[src/rtl/fast_control_pkg.sv]
// rtl/fast_control_pkg.sv - shared fast-control word format and lock FSM states
package fast_control_pkg;

    localparam logic [3:0]  FC_HEADER         = 4'hA;
    localparam logic [15:0] FC_IDLE_WORD      = {FC_HEADER, 12'h000};

    localparam int          FC_BIT_L1A        = 11;
    localparam int          FC_BIT_BCR        = 10;
    localparam int          FC_BIT_OCR        = 9;
    localparam int          FC_BIT_CALIB      = 8;
    localparam int          FC_BIT_LINK_RESET = 7;

    typedef enum logic [1:0] {
        ST_UNLOCKED = 2'd0,
        ST_SYNCING  = 2'd1,
        ST_LOCKED   = 2'd2
    } fc_state_t;

    // Good word: correct header nibble and even parity over all 16 bits.
    function automatic logic fc_word_good(input logic [15:0] word);
        return (word[15:12] == FC_IDLE_WORD[15:12]) && !(^word);
    endfunction

endpackage

[src/rtl/fc_lock_fsm.sv]
// rtl/fc_lock_fsm.sv - link lock FSM with consecutive good/bad word counters
module fc_lock_fsm
    import fast_control_pkg::*;
#(
    parameter int LOCK_COUNT   = 16,
    parameter int UNLOCK_COUNT = 4
) (
    input  logic      clk_link,
    input  logic      reset_n,
    input  logic      word_good,
    output fc_state_t state,
    output logic      accept,
    output logic      bad_locked,
    output logic      unlock_evt
);

    localparam int GW = $clog2(LOCK_COUNT + 1);
    localparam int BW = $clog2(UNLOCK_COUNT + 1);

    fc_state_t       state_nxt;
    logic [GW-1:0]   good_cnt, good_cnt_nxt;
    logic [BW-1:0]   bad_cnt, bad_cnt_nxt;

    always_ff @(posedge clk_link or negedge reset_n) begin
        if (!reset_n) begin
            state    <= ST_UNLOCKED;
            good_cnt <= '0;
            bad_cnt  <= '0;
        end else begin
            state    <= state_nxt;
            good_cnt <= good_cnt_nxt;
            bad_cnt  <= bad_cnt_nxt;
        end
    end

    // accept marks a good word whose commands are honoured, including the lock-completing one.
    always_comb begin
        state_nxt    = state;
        good_cnt_nxt = good_cnt;
        bad_cnt_nxt  = bad_cnt;
        accept       = 1'b0;
        bad_locked   = 1'b0;
        unlock_evt   = 1'b0;
        case (state)
            ST_UNLOCKED: begin
                if (word_good) begin
                    if (LOCK_COUNT <= 1) begin
                        state_nxt    = ST_LOCKED;
                        good_cnt_nxt = '0;
                        accept       = 1'b1;
                    end else begin
                        state_nxt    = ST_SYNCING;
                        good_cnt_nxt = GW'(1);
                    end
                end
            end
            ST_SYNCING: begin
                if (!word_good) begin
                    state_nxt    = ST_UNLOCKED;
                    good_cnt_nxt = '0;
                end else if (good_cnt == GW'(LOCK_COUNT - 1)) begin
                    state_nxt    = ST_LOCKED;
                    good_cnt_nxt = '0;
                    accept       = 1'b1;
                end else begin
                    good_cnt_nxt = good_cnt + 1'b1;
                end
            end
            ST_LOCKED: begin
                if (word_good) begin
                    accept      = 1'b1;
                    bad_cnt_nxt = '0;
                end else begin
                    bad_locked = 1'b1;
                    if (bad_cnt == BW'(UNLOCK_COUNT - 1)) begin
                        state_nxt   = ST_UNLOCKED;
                        bad_cnt_nxt = '0;
                        unlock_evt  = 1'b1;
                    end else begin
                        bad_cnt_nxt = bad_cnt + 1'b1;
                    end
                end
            end
            default: begin
                state_nxt    = ST_UNLOCKED;
                good_cnt_nxt = '0;
                bad_cnt_nxt  = '0;
            end
        endcase
    end

endmodule

[src/rtl/fast_control_decoder.sv]
// rtl/fast_control_decoder.sv - fast-control decoder with BX/orbit counters; FC_DECODER_ERRCNT_EN adds error counters
module fast_control_decoder
    import fast_control_pkg::*;
#(
    parameter int LOCK_COUNT   = 16,
    parameter int UNLOCK_COUNT = 4,
    parameter int BX_PER_ORBIT = 3564
) (
    input  logic        clk_link,
    input  logic        reset_n,
    input  logic [15:0] fc_stream_enc,
    output logic        locked,
    output logic        l1a,
    output logic        bcr,
    output logic        ocr,
    output logic        calib,
    output logic        link_reset,
    output logic        cmd_err,
    output logic [11:0] bx_count,
`ifdef FC_DECODER_ERRCNT_EN
    output logic [15:0] err_count,
    output logic [7:0]  unlock_count,
`endif
    output logic [23:0] orbit_count
);

    localparam logic [11:0] BX_LAST = 12'(BX_PER_ORBIT - 1);

    fc_state_t   state;
    logic        word_good;
    logic        accept;
    logic        bad_locked;
    logic        l1a_nxt, bcr_nxt, ocr_nxt, calib_nxt, link_reset_nxt;
    logic [11:0] bx_nxt;
    logic [23:0] orbit_nxt;
`ifdef FC_DECODER_ERRCNT_EN
    logic        unlock_evt;
`endif

    assign word_good = fc_word_good(fc_stream_enc);

    fc_lock_fsm #(
        .LOCK_COUNT   (LOCK_COUNT),
        .UNLOCK_COUNT (UNLOCK_COUNT)
    ) u_lock_fsm (
        .clk_link   (clk_link),
        .reset_n    (reset_n),
        .word_good  (word_good),
        .state      (state),
        .accept     (accept),
        .bad_locked (bad_locked),
`ifdef FC_DECODER_ERRCNT_EN
        .unlock_evt (unlock_evt)
`else
        .unlock_evt ()
`endif
    );

    assign locked = (state == ST_LOCKED);

    assign l1a_nxt        = accept & fc_stream_enc[FC_BIT_L1A];
    assign bcr_nxt        = accept & fc_stream_enc[FC_BIT_BCR];
    assign ocr_nxt        = accept & fc_stream_enc[FC_BIT_OCR];
    assign calib_nxt      = accept & fc_stream_enc[FC_BIT_CALIB];
    assign link_reset_nxt = accept & fc_stream_enc[FC_BIT_LINK_RESET];

    // Counters update on the same edge the pulses register, so bcr/ocr and the zeroed count coincide.
    always_comb begin
        bx_nxt    = bx_count;
        orbit_nxt = orbit_count;
        if (locked) begin
            if (bx_count == BX_LAST) begin
                bx_nxt    = '0;
                orbit_nxt = orbit_count + 1'b1;
            end else begin
                bx_nxt = bx_count + 1'b1;
            end
        end
        if (bcr_nxt) begin
            bx_nxt = '0;
        end
        if (ocr_nxt) begin
            orbit_nxt = '0;
        end
    end

    always_ff @(posedge clk_link or negedge reset_n) begin
        if (!reset_n) begin
            l1a         <= 1'b0;
            bcr         <= 1'b0;
            ocr         <= 1'b0;
            calib       <= 1'b0;
            link_reset  <= 1'b0;
            cmd_err     <= 1'b0;
            bx_count    <= '0;
            orbit_count <= '0;
        end else begin
            l1a         <= l1a_nxt;
            bcr         <= bcr_nxt;
            ocr         <= ocr_nxt;
            calib       <= calib_nxt;
            link_reset  <= link_reset_nxt;
            cmd_err     <= bad_locked;
            bx_count    <= bx_nxt;
            orbit_count <= orbit_nxt;
        end
    end

`ifdef FC_DECODER_ERRCNT_EN
    always_ff @(posedge clk_link or negedge reset_n) begin
        if (!reset_n) begin
            err_count    <= '0;
            unlock_count <= '0;
        end else if (link_reset_nxt) begin
            err_count    <= '0;
            unlock_count <= '0;
        end else begin
            if (bad_locked && (err_count != '1)) begin
                err_count <= err_count + 1'b1;
            end
            if (unlock_evt && (unlock_count != '1)) begin
                unlock_count <= unlock_count + 1'b1;
            end
        end
    end
`endif

endmodule

[config.mk]
export PLATFORM = sky130hd
export DESIGN_NAME = fast_control_decoder
export DESIGN_NICKNAME = d
export VERILOG_FILES = /design/src/rtl/fast_control_pkg.sv /design/src/rtl/fc_lock_fsm.sv /design/src/rtl/fast_control_decoder.sv
export SDC_FILE = /design/constraint.sdc
export NUM_CORES = 1
export LEC_CHECK = 0
export ABC_AREA = 1
export BUFFER_PORTS_ARGS = -buffer_cell sky130_fd_sc_hd__buf_4
export CAP_MARGIN = 30
export CORE_MARGIN = 5
export CORE_UTILIZATION = 60
export DETAILED_ROUTE_END_ITERATION = 7
export PLACE_DENSITY = 0.85
export RECOVER_POWER = 25
export SLEW_MARGIN = 30
export SYNTH_ARGS = -nofsm -noshare
export SYNTH_HDL_FRONTEND = slang
export SYNTH_SLANG_ARGS = --single-unit
[constraint.sdc]
create_clock -name clk_link -period 5.62 [get_ports clk_link]
set_input_delay 0.562 -clock clk_link [delete_from_list [all_inputs] [get_ports clk_link]]
set_output_delay 0.562 -clock clk_link [all_outputs]
set_load 0.02 [all_outputs]
==> metrics.log, run 1 <==
[metrics] count of boundary I/O pins: 61
[metrics] cell with the largest stage delay on the worst path: clkbuf_1
[metrics] Clock Tree Root: clkbuf_8
[metrics] post-cts gate resize count: 0
[metrics] Clock Latency Late Sink: 0.31 ns
[metrics] total negative slack for setup checks: 0 ns
[metrics] peak ir drop on the vdd network: 0.000163 V
[metrics] TritonCTS buffer count: 5
[metrics] Hold WC Path Type: input port to flop
[metrics] proportion of layout cells with a drive suffix above 1: 17.2%
[metrics] clock slew at reported path FFs: 0.09 ns
[metrics] largest fanout of any net on the critical path: 52
[metrics] status: finished with violations
[metrics] number of synthesized register bits: 52
[metrics] layout overhead on the synthesized area: 18.0%
[metrics] maximum number of pins on one net before global-route repair: 53
[metrics] internal power: 0.579 mW
[metrics] highest achievable clock rate: 366 MHz
[metrics] DIE AREA: 7090 µm²
[metrics] buffer and inverter count on the worst path: 1
[metrics] required time of the worst setup path: 5.43 ns
[metrics] horizontal extent of the die: 84.2 µm
[metrics] final antenna diode count: 0
[metrics] predominant post-synthesis flop cell: dfrtp_1
[metrics] P_leak: 2.30 nW
[metrics] aggregate routed wire length: 7410 µm
[metrics] critical path class: input port to asynchronous set/reset pin
[metrics] detail-routed net length per standard cell: 12.3 µm
[metrics] number of buffers on the longest clock path: 2
[metrics] Flop pwr share: 49.3%
[metrics] initial antenna violation count: 0
[metrics] net switching fraction of the power: 29.4%
[metrics] number of global-route vias before repair: 3,042
[metrics] clock sinks: 52
[metrics] core area: 5440 µm²
[metrics] violated checks: max-capacitance violations, max-slew violations
[metrics] number of port buffers: 60
[metrics] EDFF count, synth: 0
[metrics] share of flip-flops with an asynchronous set or reset: 100%
[metrics] Crit. End Element: asynchronous set/reset pin
[metrics] part of the Yosys area used for sequential elements: 39.4%
[metrics] Cell Area, Synth: 3300 µm²
[metrics] RSZ-0062 raised after global routing: false
[metrics] setup-violating endpoint count in the final report: 0
[metrics] global router's overall resource usage: 22.4%
[metrics] Cell Pwr Density: 210 nW/µm²
[metrics] Yosys warning count: 0
[metrics] Power, Total: 0.820 mW
[metrics] min cycle time layout: 2.73 ns
[metrics] number of vias per cell after detailed routing: 5.05
[metrics] H-Tree Depth: 2
[metrics] arrival time at the worst endpoint: 2.54 ns
[metrics] net switching component of the power: 0.241 mW
[metrics] antenna-violating nets left: 0
[metrics] mean area per synthesized cell: 7.09 µm²
[metrics] combinational group share of total power: 19.6%
[metrics] net count after synthesis: 493
[metrics] global placer's final weighted congestion: 0.847
[metrics] height of the chip: 84.2 µm
[metrics] distinct cell type count of the synthesized netlist: 36
[metrics] cells along the critical path: clkbuf_1
[metrics] count of mapped cells out of synthesis: 466
[metrics] CTS tree: built
[metrics] slowest cell delay on critical path: 1.96 ns
[metrics] Max-Cap Viols: 1
[metrics] first-pass GRT wire length: 13,300 µm
[metrics] DRC violation total after the first TritonRoute iteration: 199
[metrics] slew at the pin closest to its max-slew limit: 2.81 ns
[metrics] Top Family by Delay on Critical Path: buffers and inverters
[metrics] Detail Placement HPWL: 5530 µm
[metrics] Final #Nets: 555
[metrics] first-pass detailed-route iteration total: 5
[metrics] global route overflow: 0
[metrics] number of rows created at floorplan: 27
[metrics] Post-CTS Setup Bufs: 0
[metrics] type of element launching the critical path: input port
[metrics] initial standard-cell utilization of the core: 60.8%
[metrics] part of the cycle the worst path needs: 48.6%
[metrics] clock network fraction of design power: 31.1%
[metrics] count of hold buffers inserted by post-cts repair: 0
[metrics] worst clock skew: 0.00925 ns
[metrics] post-route DRC violation count: 0
[metrics] Hold Violations, Final: 0
[metrics] routed via count: 3,035
[metrics] Slew Limit Headroom: -87.1%
[metrics] count of final max-slew check failures: 53
[flip-flops by register name, indices dropped and copies added, names as in the netlist]
register	count
l1a	1
link_reset	1
u_lock_fsm.state	2
ocr	1
u_lock_fsm.good_cnt	5
bcr	1
orbit_count	24
cmd_err	1
u_lock_fsm.bad_cnt	3
calib	1
bx_count	12
[layout make-up]
| class | instances | area (µm²) |
|---|---|---|
| multi-input combinational | 308 | 1570 |
| fill | 447 | 1540 |
| sequential | 52 | 1300 |
| timing repair buffer | 60 | 447 |
| inverter | 101 | 379 |
| tap | 72 | 90.1 |
| clock buffer | 6 | 72.6 |
| clock inverter | 2 | 35.0 |
[power groups by stage]
stage	clock (mW)	combinational, mW	sequential [mW]
floorplan	0	0.103	0.416
global placement	0	0.154	0.411
detailed placement	0	0.161	0.411
CTS	0.259	0.162	0.404
global route	0.278	0.187	0.407
finish	0.255	0.161	0.404
[synthesized netlist by cell type, drive strengths merged, types with 2 or more instances]
cell type | number | area (µm²)
nor4 | 3 | 18.8
a21oi | 8 | 40.0
nand3 | 33 | 183
a21boi | 2 | 15.0
nor2 | 30 | 120
nor3 | 16 | 90.1
inv | 100 | 375
ha | 9 | 113
nand4 | 7 | 43.8
dfrtp | 52 | 1300
xnor2 | 8 | 70.1
o21ai | 12 | 60.1
nand2 | 153 | 584
buf | 5 | 50.0
xor2 | 16 | 140
[cells by family (layout without fill, tap and decap cells)]
group	count (synthesis)	count (layout)	share of synthesized area, %
compound gates	29	29	5.26
xor+xnor	24	24	6.36
fa+ha+maj	9	9	3.41
buf+inv	106	169	13.0
flops	52	52	39.4
mux	1	1	0.303
simple gates	245	245	32.3
[through the flow]
step           hold slack [ns]  instance area, µm²  std cells  worst slack [ns]  util [%]
2_1_floorplan            0.266                3300        466              3.57         -
3_3_place_gp             0.466                3790        593              3.32      69.8
3_5_place_dp             0.500                3790        593              3.25      69.8
4_1_cts                  0.297                3900        601              3.21      71.8
5_1_grt                  0.526                3900        601              2.20      71.7
6_report                 0.503                3900        601              2.89      71.7
[per-layer routing]
| layer | track usage [%] | vias to the layer above | wire length, µm |
|---|---|---|---|
| li1 | - | 1547 | - |
| met1 | 27.2 | 1378 | 3140 |
| met2 | 39.6 | 101 | 3650 |
| met3 | 5.10 | 9 | 533 |
| met4 | 6.87 | 0 | 89 |
| met5 | 0 | - | 0 |
[path summary, 6_finish.rpt]
kind                                        from                     to  slack [ns]  cells after the start
setup / recovery                         reset_n  u_lock_fsm.bad_cnt[2]        2.89                      1
hold / removal                  fc_stream_enc[7]             link_reset        0.50                      3
setup reg to reg             u_lock_fsm.state[0]           bx_count[11]        3.18                     13
hold reg to reg            u_lock_fsm.bad_cnt[0]  u_lock_fsm.bad_cnt[0]        0.51                      1
max in group clk_link        u_lock_fsm.state[0]           bx_count[11]        3.18                     13
min in group asynchronous                reset_n        orbit_count[11]        1.15                      1
[layout by cell type (no fill, tap or decap), types with 7 or more instances in the layout]
cell type,instances
buf_4,59
xor2_1,16
nor2_1,29
inv_2,14
ha_1,9
dfrtp_1,52
nand3_1,31
nor3_1,14
nand2_1,149
o21ai_0,11
a21oi_1,8
nand4_1,7
inv_1,86
xnor2_1,8
No activity file was read; power rests on OpenSTA's default activity.
==> run 2, diff against run 1 <==
Settings changed: ABC_AREA 1 to 0, CORE_UTILIZATION 60 to 49, PLACE_DENSITY 0.85 to 0.76.
Clock period 5.62 ns to 2.4 ns, I/O delays scaled along.
==> metrics.log, run 2 <==
[metrics] status: finished, final reports clean
[metrics] buffer and inverter count on the worst path: 0 (-1)
[metrics] count of boundary I/O pins: 61 (unchanged)
[metrics] clock slew at reported path FFs: 0.10 ns (about the same)
[metrics] peak ir drop on the vdd network: 0.000302 V (+85%)
[metrics] mean area per synthesized cell: 9.47 µm² (+33%)
[metrics] post-route cell area: 3550 µm² (-9.0%)
[metrics] Hold Violations, Final: 0 (unchanged)
[metrics] Yosys warning count: 0 (unchanged)
[metrics] maximum number of pins on one net before global-route repair: 53 (unchanged)
[metrics] cell with the largest stage delay on the worst path: or4_4
[metrics] number of synthesized register bits: 52 (unchanged)
[metrics] Synth Area in Simple Gates: 25.1% (-7.2 points)
[metrics] multiplexer area fraction after synthesis: 0.348% (+0.045 points)
[metrics] Crit. End Element: flop
[metrics] commonest cells after routing, fill and taps aside: buf_4, dfrtp_1, xnor2_1, nor2_1, nand2_1
[metrics] total instance count after detailed placement: 436 (-26%)
[metrics] setup-violating endpoint count in the final report: 0 (unchanged)
[metrics] post-synthesis compound-gate area fraction: 7.87% (+2.6 points)
[metrics] layout overhead on the synthesized area: 23.3%
[metrics] Worst Reg2Reg Path Length in Cells: 6 (-7)
[metrics] main combinational cell family by area after synthesis: simple AND/OR/NAND/NOR gates
[metrics] Power, Total: 2.38 mW (+190%)
[metrics] Cell Area, Synth: 2880 µm² (-13%)
[metrics] distinct cell type count of the synthesized netlist: 43 (+19%)
[metrics] ranking of synthesized cells by area: dfrtp_1, xnor2_1, ha_1, nor2_1, nand2_1
[metrics] most frequent cells after synthesis: dfrtp_1, nor2_1, xnor2_1
[metrics] net switching component of the power: 0.857 mW (+260%)
[metrics] Post-CTS Setup Bufs: 0 (unchanged)
[metrics] area share of the largest cell type after synthesis: 45.2% (+5.8 points)
[metrics] aggregate routed wire length: 6340 µm (-14%)
[metrics] H-Tree Depth: 2 (unchanged)
[metrics] net count after synthesis: 331 (-33%)
[metrics] highest achievable clock rate: 459 MHz
[metrics] slowest cell delay on critical path: 0.60 ns (-1.36 ns)
[metrics] worst reg2reg setup slack: 0.22 ns (-2.96 ns)
[metrics] number of port buffers: 60 (unchanged)
[metrics] adder and majority gate portion of the synthesized area: 3.91% (+0.51 points)
[metrics] net switching fraction of the power: 36.0% (+6.6 points)
[metrics] Slew Limit Headroom: 14.6% (+100 points)
[metrics] EDFF count, synth: 0 (unchanged)
[metrics] source of the critical timing path: bx_count[1]
[metrics] cells along the critical path: ha_1, and4b_1, nand4_2, or4_4, or3_1, a21oi_1
[metrics] final antenna diode count: 0 (unchanged)
[metrics] part of the cycle the worst path needs: 90.7%
[metrics] CP Depth: 6 (+5)
[metrics] xor-xnor portion of the synthesized cell area: 13.2% (+6.8 points)
[metrics] antenna-violating nets left: 0 (unchanged)
[metrics] predominant post-synthesis flop cell: dfrtp_1
[metrics] count of final max-slew check failures: 0 (-100%)
[metrics] Max-Cap Viols: 0 (-1)
[metrics] internal power: 1.52 mW (+160%)
[metrics] slew at the pin closest to its max-slew limit: 1.28 ns (-1.53 ns)
[metrics] Hold WC Path Type: input port to flop
[metrics] number of buffers on the longest clock path: 2 (unchanged)
[metrics] first-pass GRT wire length: 11,000 µm (-17%)
[metrics] initial standard-cell utilization of the core: 49.5% (-11 points)
[metrics] DRC violation total after the first TritonRoute iteration: 150 (-25%)
[metrics] global placer's final weighted congestion: 0.818 (-3.4%)
[metrics] critical path class: flop to flop
[metrics] initial antenna violation count: 0 (unchanged)
[metrics] global router's overall resource usage: 18.2% (-4.2 points)
[metrics] arrival time at the worst endpoint: 2.42 ns (-0.12 ns)
[metrics] Flop pwr share: 45.9% (-3.4 points)
[metrics] top flop regs: orbit_count (24), bx_count (12), u_lock_fsm.good_cnt (5)
[metrics] post-route DRC violation count: 0 (unchanged)
[metrics] part of the Yosys area used for sequential elements: 45.2% (+5.8 points)
[metrics] max FFs per register: 24 (unchanged)
[metrics] Top Family by Delay on Critical Path: simple AND/OR/NAND/NOR gates
[metrics] clock network fraction of design power: 21.3% (-9.8 points)
[metrics] capturing instance or port of the critical path: orbit_count[19]
[metrics] P_leak: 1.57 nW (-32%)
[metrics] TritonCTS buffer count: 5 (unchanged)
[metrics] DP Area: 3450 µm² (-9.2%)
[metrics] capturing point of the worst reg2reg path: orbit_count[19]
[metrics] Clock Tree Root: clkbuf_8
[metrics] largest fanout of any net on the critical path: 7 (-87%)
[metrics] DIE AREA: 7510 µm² (+5.8%)
[metrics] utilization after layout: 61.0% (-11 points)
[metrics] clock sinks: 52 (unchanged)
[metrics] core area: 5820 µm² (+6.9%)
[metrics] Final #Nets: 396 (-29%)
[metrics] first-pass detailed-route iteration total: 4 (-1)
[metrics] total negative slack for setup checks: 0 ns (unchanged)
[metrics] global route overflow: 0 (unchanged)
[metrics] routed via count: 2,440 (-20%)
[metrics] number of vias per cell after detailed routing: 5.48 (+8.6%)
[metrics] required time of the worst setup path: 2.65 ns (-2.78 ns)
[metrics] horizontal extent of the die: 86.6 µm (+2.9%)
[metrics] Detail Placement HPWL: 4610 µm (-17%)
[metrics] most numerous cell in the Yosys netlist: dfrtp_1
[metrics] Cell Pwr Density: 670 nW/µm² (+220%)
[metrics] type of element launching the critical path: flop
[metrics] number of rows created at floorplan: 28 (+3.7%)
[metrics] RSZ-0062 raised after global routing: false
[metrics] count of mapped cells out of synthesis: 304 (-35%)
[metrics] Clock Latency Late Sink: 0.31 ns (about the same)
[metrics] cell accounting for the most synthesized area: dfrtp_1
[metrics] share of flip-flops with an asynchronous set or reset: 100% (unchanged)
[metrics] largest reg by FF count: orbit_count
[metrics] post-layout instance count excluding filler cells: 445 (-26%)
[metrics] number of global-route vias before repair: 2,377 (-22%)
[metrics] combinational group share of total power: 32.8% (+13 points)
[metrics] CTS tree: built
[metrics] min cycle time layout: 2.18 ns
[metrics] height of the chip: 86.6 µm (+2.9%)
[metrics] worst flop-to-flop path startpoint: bx_count[1]
[metrics] proportion of layout cells with a drive suffix above 1: 23.8% (+6.6 points)
[metrics] detail-routed net length per standard cell: 14.3 µm (+16%)
[metrics] most common cell after layout, fill and taps aside: buf_4
[metrics] worst clock skew: 0.00980 ns (+0.000551 ns)
## run 2: cell count changes in the layout (fill, tap and decap cells not counted), moves of 7 or more
cell,change
nand3_1,-20
inv_2,-14
inv_1,-69
nand2_1,-124
buf_4,+9
xnor2_1,+21
xor2_1,-7
and3_1,+7
nor4_1,+9
## run 2: kinds of logic after synthesis
kind of cell,Yosys count
simple gates,134
flops,52
xor+xnor,40
compound gates,38
buf+inv,30
fa+ha+maj,9
mux,1
## run 2: final cells by class
class / instances / area [µm²]
multi-input cells: 222 / 1450
inverters: 17 / 63.8
well taps: 75 / 93.8
clock inverters: 3 / 21.3
repair buffers: 71 / 546
fillers: 519 / 2270
clock buffers: 5 / 68.8
flip-flops and latches: 52 / 1300
## run 2: through the flow
| stage | setup WS [ns] | hold WS [ns] |
|---|---|---|
| floorplan | 0.133 | -0.0556 |
| global placement | 0.0789 | 0.313 |
| detailed placement | 0.0228 | 0.319 |
| CTS | 0.140 | 0.149 |
| global route | 0.0624 | 0.149 |
| finish | 0.222 | 0.158 |
## run 2: how the worst min path moves through the flow
| stage | slack, ns | endpoint | depth (start not counted) | startpoint |
|---|---|---|---|---|
| after floorplan | -0.06 | bcr | 0 | reset_n |
| after global placement | 0.31 | cmd_err | 1 | reset_n |
| after detailed placement | 0.32 | cmd_err | 1 | reset_n |
| after CTS | 0.15 | l1a | 2 | fc_stream_enc[11] |
| after global routing | 0.15 | link_reset | 2 | fc_stream_enc[7] |
| final | 0.16 | l1a | 2 | fc_stream_enc[11] |
## run 2: routing by layer
layer	track usage, %	wire length, µm	vias up
li1	-	-	1193
met1	24.2	2750	1175
met2	29.1	3140	62
met3	3.99	338	10
met4	7.22	119	0
met5	0	0	-
## run 2: power groups by stage
stage | combinational, mW | sequential (mW) | clock (mW)
2_1_floorplan | 0.399 | 1.18 | 0
3_3_place_gp | 0.762 | 1.10 | 0
3_5_place_dp | 0.779 | 1.11 | 0
4_1_cts | 0.785 | 1.09 | 0.530
5_1_grt | 0.860 | 1.11 | 0.556
6_report | 0.781 | 1.09 | 0.506
## run 2: repair_timing
action,4_1_cts,5_1_grt
endpoints found under the setup margin,0,1
hold buffers,1,0
hold endpoints to repair,52,0
gates resized for setup,0,1
